## config.mk

```make
export PLATFORM = sky130hd
export DESIGN_NAME = lu_result_cache
export DESIGN_NICKNAME = d
export VERILOG_FILES = /design/src/rtl/lu_result_cache.sv
export SDC_FILE = /design/constraint.sdc
export NUM_CORES = 1
export LEC_CHECK = 0
export ABC_AREA = 1
export BUFFER_PORTS_ARGS = -buffer_cell sky130_fd_sc_hd__buf_2
export CAP_MARGIN = 5
export CORE_MARGIN = 5
export CORE_UTILIZATION = 62
export DETAILED_ROUTE_END_ITERATION = 7
export PLACE_DENSITY = 0.84
export SLEW_MARGIN = 5
export SYNTH_ARGS = -nofsm -noshare
export SYNTH_HDL_FRONTEND = slang
export SYNTH_SLANG_ARGS = --single-unit
```

## constraint.sdc

```tcl
create_clock -name clk -period 2.6 [get_ports clk]
set_input_delay 0.13 -clock clk [delete_from_list [all_inputs] [get_ports clk]]
set_output_delay 0.13 -clock clk [all_outputs]
set_load 0.05 [all_outputs]
```

## src/rtl/lu_result_cache.sv

```systemverilog
// Small address-indexed cache for XOR logic unit results.
// Each entry carries its own valid bit. The registered read port returns
// hit/miss plus the stored data one cycle after the request. A write and a
// read of the same entry on one edge bypass the write data to the reader.
module lu_result_cache #(
  parameter int WIDTH  = 8,
  parameter int DEPTH  = 4,
  parameter int ADDR_W = 2
) (
  input  logic              clk,
  input  logic              reset,
  input  logic              clr,
  input  logic              in_valid,
  output logic              in_ready,
  input  logic [ADDR_W-1:0] in_addr,
  input  logic [WIDTH-1:0]  in_data,
  input  logic              rd_en,
  input  logic [ADDR_W-1:0] rd_addr,
  output logic              rd_valid,
  output logic              rd_hit,
  output logic [WIDTH-1:0]  rd_data,
  output logic [ADDR_W:0]   count
);

  logic [WIDTH-1:0] mem_q [DEPTH];
  logic [DEPTH-1:0] valid_q;
  logic [ADDR_W:0]  count_q, count_d;
  logic             rdValid_q;
  logic             rdHit_q, rdHit_d;
  logic [WIDTH-1:0] rdData_q, rdData_d;
  logic             wrAccept;

  // Writes are refused while an invalidate is pending or reset is held
  assign in_ready = ~clr & ~reset;
  assign wrAccept = in_valid & in_ready;

  // Next-state for the entry count and the read response
  always_comb begin
    count_d  = count_q;
    rdHit_d  = rdHit_q;
    rdData_d = rdData_q;

    if (clr) begin
      count_d = '0;
    end else if (wrAccept && !valid_q[in_addr]) begin
      count_d = count_q + (ADDR_W+1)'(1);
    end

    if (rd_en) begin
      if (clr) begin
        rdHit_d  = 1'b0;
        rdData_d = '0;
      end else if (wrAccept && (in_addr == rd_addr)) begin
        rdHit_d  = 1'b1;
        rdData_d = in_data;
      end else begin
        rdHit_d  = valid_q[rd_addr];
        rdData_d = valid_q[rd_addr] ? mem_q[rd_addr] : '0;
      end
    end
  end

  // Entry storage: data and valid bits; clr drops valid bits only
  always_ff @(posedge clk or posedge reset) begin
    if (reset) begin
      valid_q <= '0;
      for (int i = 0; i < DEPTH; i++) begin
        mem_q[i] <= '0;
      end
    end else if (clr) begin
      valid_q <= '0;
    end else if (wrAccept) begin
      valid_q[in_addr] <= 1'b1;
      mem_q[in_addr]   <= in_data;
    end
  end

  // Occupancy counter and registered read response
  always_ff @(posedge clk or posedge reset) begin
    if (reset) begin
      count_q   <= '0;
      rdValid_q <= 1'b0;
      rdHit_q   <= 1'b0;
      rdData_q  <= '0;
    end else begin
      count_q   <= count_d;
      rdValid_q <= rd_en;
      rdHit_q   <= rdHit_d;
      rdData_q  <= rdData_d;
    end
  end

  assign count    = count_q;
  assign rd_valid = rdValid_q;
  assign rd_hit   = rdHit_q;
  assign rd_data  = rdData_q;

endmodule
```

; ---- Word-level counts from Yosys, hierarchy flattened
; Index checks and enable logic that the tools add are counted.
[totals]
elab_cells = 53
out_inout_bits = 14
register_bits = 49
inputBits = 17
[op_classes]
magnitude_cmp = 6
bitwise = 7
mux = 21
n_addsub = 1
reduce_logical = 8
eq_ne = 1
[ops]
columns = operator, n
row1 = $mux W8, 6
row2 = $bwmux W32, 1
row3 = $bmux W8 S2, 1
row4 = $demux W8 S2, 1
row5 = $mux W4, 2
row6 = $ge A3 B3 Y1 const B, 2
row7 = $lt A2 B3 Y1 const B, 2
row8 = $mux W3, 2
row9 = $not A2 Y3, 2
row10 = $mux W1, 5
row11 = $bmux W1 S2, 2
row12 = $logic_and A1 B1 Y1, 4
row13 = $or A4 B4 Y4, 1
row14 = $reduce_bool A2 Y1, 2
row15 = $add A3 B1 Y3 const B, 1
row16 = $lt A3 B1 Y1 const B, 1
row17 = $and A1 B1 Y1, 2
row18 = $demux W1 S2, 1
row19 = $eq A2 B2 Y1, 1
row20 = $ge A2 B1 Y1 const B, 1
row21 = $not A1 Y1, 2
row22 = $reduce_and A2 Y1, 1
row23 = $logic_not A1 Y1, 1

; ---- Depth between registers and ports, before layout
[depth]
depth_word = 7
depth_mapped = 9
depth_no_buf = 8

; ---- Worst setup path after synthesis
; OpenSTA, ideal clock, no wires.
[synth_timing]
kind = in2reg
startpoint = in reset
endpoint = reg mem_q[8] in the netlist's numbering
path_slack_ns = 0.418
setup_time_ns = 0.122
cell_stages = 7
t_arrival_ns = 2.060
required_time_ns = 2.478
path_buffers = 1
path_cell_list = inv_1 > nand2_2 > nor2_8 > nand3_2 > buf_2 > nand2_1 > o21ai_1
[synth_between]
elab_chain_len = 4
[synth_rtl]
columns = item, line
row1 = from (decl), 11  ; input logic reset,
row2 = $not A1 Y1, 34  ; assign in_ready = ~clr & ~reset;
row3 = $and A1 B1 Y1, 34
row4 = $and A1 B1 Y1, 35  ; assign wrAccept = in_valid & in_ready;
row5 = $reduce_and A2 Y1 (no line), n/a
row6 = "to (signal, indexed assignment)", 74  ; mem_q[in_addr] <= in_data;
row7 = to (decl), 25  ; logic [WIDTH-1:0] mem_q [DEPTH];
; No other way between the ends.
; A chain may end at the register's enable or synchronous reset.

; ---- Final worst setup path
[layout_timing]
startpoint = in rd_addr[0]
endpoint = reg rdData_q[2], in the netlist rd_data[2]
[layout_between]
elab_chain_len = 7
word_cells_on_any_way = 11
cone_classes = eq/ne (1) / mux (8) / bitwise (1) / reduce/logical (1)
[layout_rtl]
columns = item, line
row1 = from (decl), 18  ; input logic [ADDR_W-1:0] rd_addr,
row2 = $not A2 Y3 (not written as such), 58  ; rdData_d = valid_q[rd_addr] ? mem_q[rd_addr] : '0;
row3 = $bmux W8 S2, 58
row4 = $mux W8 (not written as such) (2 in series), 58
row5 = $mux W8, 58
row6 = $mux W8 *, 53  ; end else if (wrAccept && (in_addr == rd_addr)) begin
row7 = $mux W8 *, 50  ; if (clr) begin
row8 = to (signal assigned), 89  ; rdData_q <= rdData_d;
row9 = to (decl), 30  ; logic [WIDTH-1:0] rdData_q, rdData_d;
; Mark *: on every way between the ends. The rest lies on a longest branch, timed or not. The select of a mux whose other input is x is not followed.

==> flow_summary.toml <==
[outcome]
status = "completed"

[worst_setup_path]
crit_family = "simple AND/OR/NAND/NOR gates"
crit_path_frequent_cell = "nand2_1"
path_max_fanout = 20
crit_path_top_delay_cell = "clkinv_1"
crit_buf_inv = 2
reg2reg_from = "valid_q[2]"
critPathKind = "in2reg"
reg2reg_slack_ps = 1350
crit_chain = "buf_2, clkinv_1, nand2_1, nand3_1, nand2_1, nand3_1, nand2_1, nand2_1, nand2_1"
reg2reg_to = "count[2]"
cp.arrival_ps = 1780
cpPeakStageDelay_ps = 490
r2r_cells = 6
end_kind = "flop"
cp.required_ps = 2840
start_kind = "input port"

[placed_design]
pre_cts_ws_ps = 780.2
portBuffers = 30
post_dp_cell_area_um2 = 2664
place_congestion = 0.8726
dp.cells = 399
dp_hpwl_mm = 3.881

[global_routing]
antenna_found_initial = 0
globalRouteOverflowTotal = 0
grt_pass1_vias = 2269
grt_max_degree = 50
track_usage_pct = 23.35
grt_pass1_wl_mm = 9.777

[min_path]
hp-class = "in2async"

[pwr]
p_per_area_nw_per_um2 = 649.9
power_leakage_nw = 1.572
ir_drop_mv = 0.4145

[synth]
ys_ff_latch = 49
netlist_instances = 327
ys_types = 25
syn_nets = 345
synth.cell_area_um2 = 2504
ys_warn_count = 0
seq_area_frac_synth_pct = 48.98
syn_avg_cell_area_um2 = 7.656

[drt]
num_vias = 2184
wire_per_inst_um = 13.37
drt_iter0_markers = 110
antenna_left = 0
vias_per_cell = 5.366
dr.pass1.iters = 4
wirelength_mm = 5.440
remaining_drc_errors = 0

[layout]
layout-area-overhead-vs-synth_pct = 10.94
final_common_cell = "nand2_1"
final_cell_mix = "nand2_1, dfrtp_1, inv_1"
n_fill_cell = 324
layout.nets = 375
fin_area_um2 = 2778
drive_gt1_share_pct = 14.57
layout.cells.non_filler = 407
antenna_cells = 0

[clocking]
cts.clk_slew.worst_paths_ps = 90
root_buffer = "clkbuf_8"
clkLatencyLatePin_ps = 300
h-tree-depth = 2
cts_sinks = 49
cts_resized = 0
clockBufferDepth = 2
post-cts-setup-buffers = 0
numCtsBuffers = 5
hold_buffers = 1
cts_tree = "done"

[sta]
fin_worst_hold_slack_ps = 18.43
max_slew_margin_pct = 60.22
setup_tns_ps = 0
period_share_pct = 59.34
slew_viol_final = 0
rsz0062_at_grt = "false"
fin_crit_ps = 1543
tightest_slew_ps = 596.7
finClkSkew_ps = 7.277
hold_viol = 0
fmax_mhz = 648.1
setup_slack_ps = 1057
setup_violations = 0

[floorplan]
die_w_um = 73.55
start_util_pct = 63.04
pin_count = 31
dieArea_um2 = 5409
fp-row-count = 23
core_um2 = 3971
die_h_um = 73.55

[job]
drv_cap = 0
worst min-delay path, cell delays in order:
cell	delay [ps]
buf_2	110
inv_2	60
buf_4	500
power breakdown:
group          switching [mW]  internal [mW]  total (mW)
clock network           0.241          0.280       0.521
logic                   0.233          0.119       0.352
registers              0.0596          0.872       0.932
synthesized netlist by cell type, drive strengths merged:
library cell,instances,area share [%]
nor2,4,1.3
nand4,2,0.50
a21oi,6,1.3
xor2,1,0.35
clkinv,4,0.65
nand2,123,19
nand3,43,10
xnor2,1,0.65
buf,9,2.4
inv,49,7.3
dfrtp,49,49
nor3,1,0.20
o21ai,34,6.8
ha,1,0.50
through the flow:
| stage | utilization [%] | power, mW |
|---|---|---|
| after CTS | 69.94 | 1.820 |
| after global placement | 67.08 | 1.281 |
| after detailed placement | 67.08 | 1.295 |
| final | 69.94 | 1.805 |
| after global routing | 69.94 | 1.921 |
| after floorplan | - | 1.201 |
layer usage:
layer  global-route usage (%)  part of all wire, %
met2                    39.27                   51
met1                    28.92                   42
met5                        0                    0
met3                    4.925                  4.4
met4                    10.06                  2.7
kinds of logic after synthesis:
group	count (synthesis)	share of synthesized area, %
AO/OA/AOI/OAI	40	8.146
XOR/XNOR	2	0.9997
adder cells (fa/ha/maj)	1	0.4997
buffers and inverters	62	10.39
flip-flops	49	48.98
AND/OR/NAND/NOR	173	30.98
flip-flops by register name, summed over array words and instances (netlist names):
register  count
mem_q        32
rd_data       8
valid_q       4
count         3
rd_hit        1
rd_valid      1
final cells by class:
class                      instances  area (um2)  area share, %
inverter                          53       200.2          7.207
tap                               50       62.56          2.252
clock inverter                     2       35.03          1.261
multi-input combinational        216        1017          36.62
clock buffer                       5       68.82          2.477
sequential                        49        1226          44.14
timing repair buffer              32       167.7          6.036
worst max-delay path by stage:
stage	slack, ps	startpoint	to	cells past startpoint
2_1_floorplan	420	reset	mem_q[8]	7
4_1_cts	1090	rd_addr[0]	rd_data[2]	9
6_report	1060	rd_addr[0]	rd_data[2]	9
3_5_place_dp	780	rd_addr[0]	rd_data[4]	9
3_3_place_gp	860	rd_addr[0]	rd_data[0]	9
5_1_grt	840	rd_addr[0]	rd_data[4]	9
(Power assumes the default switching activity.)
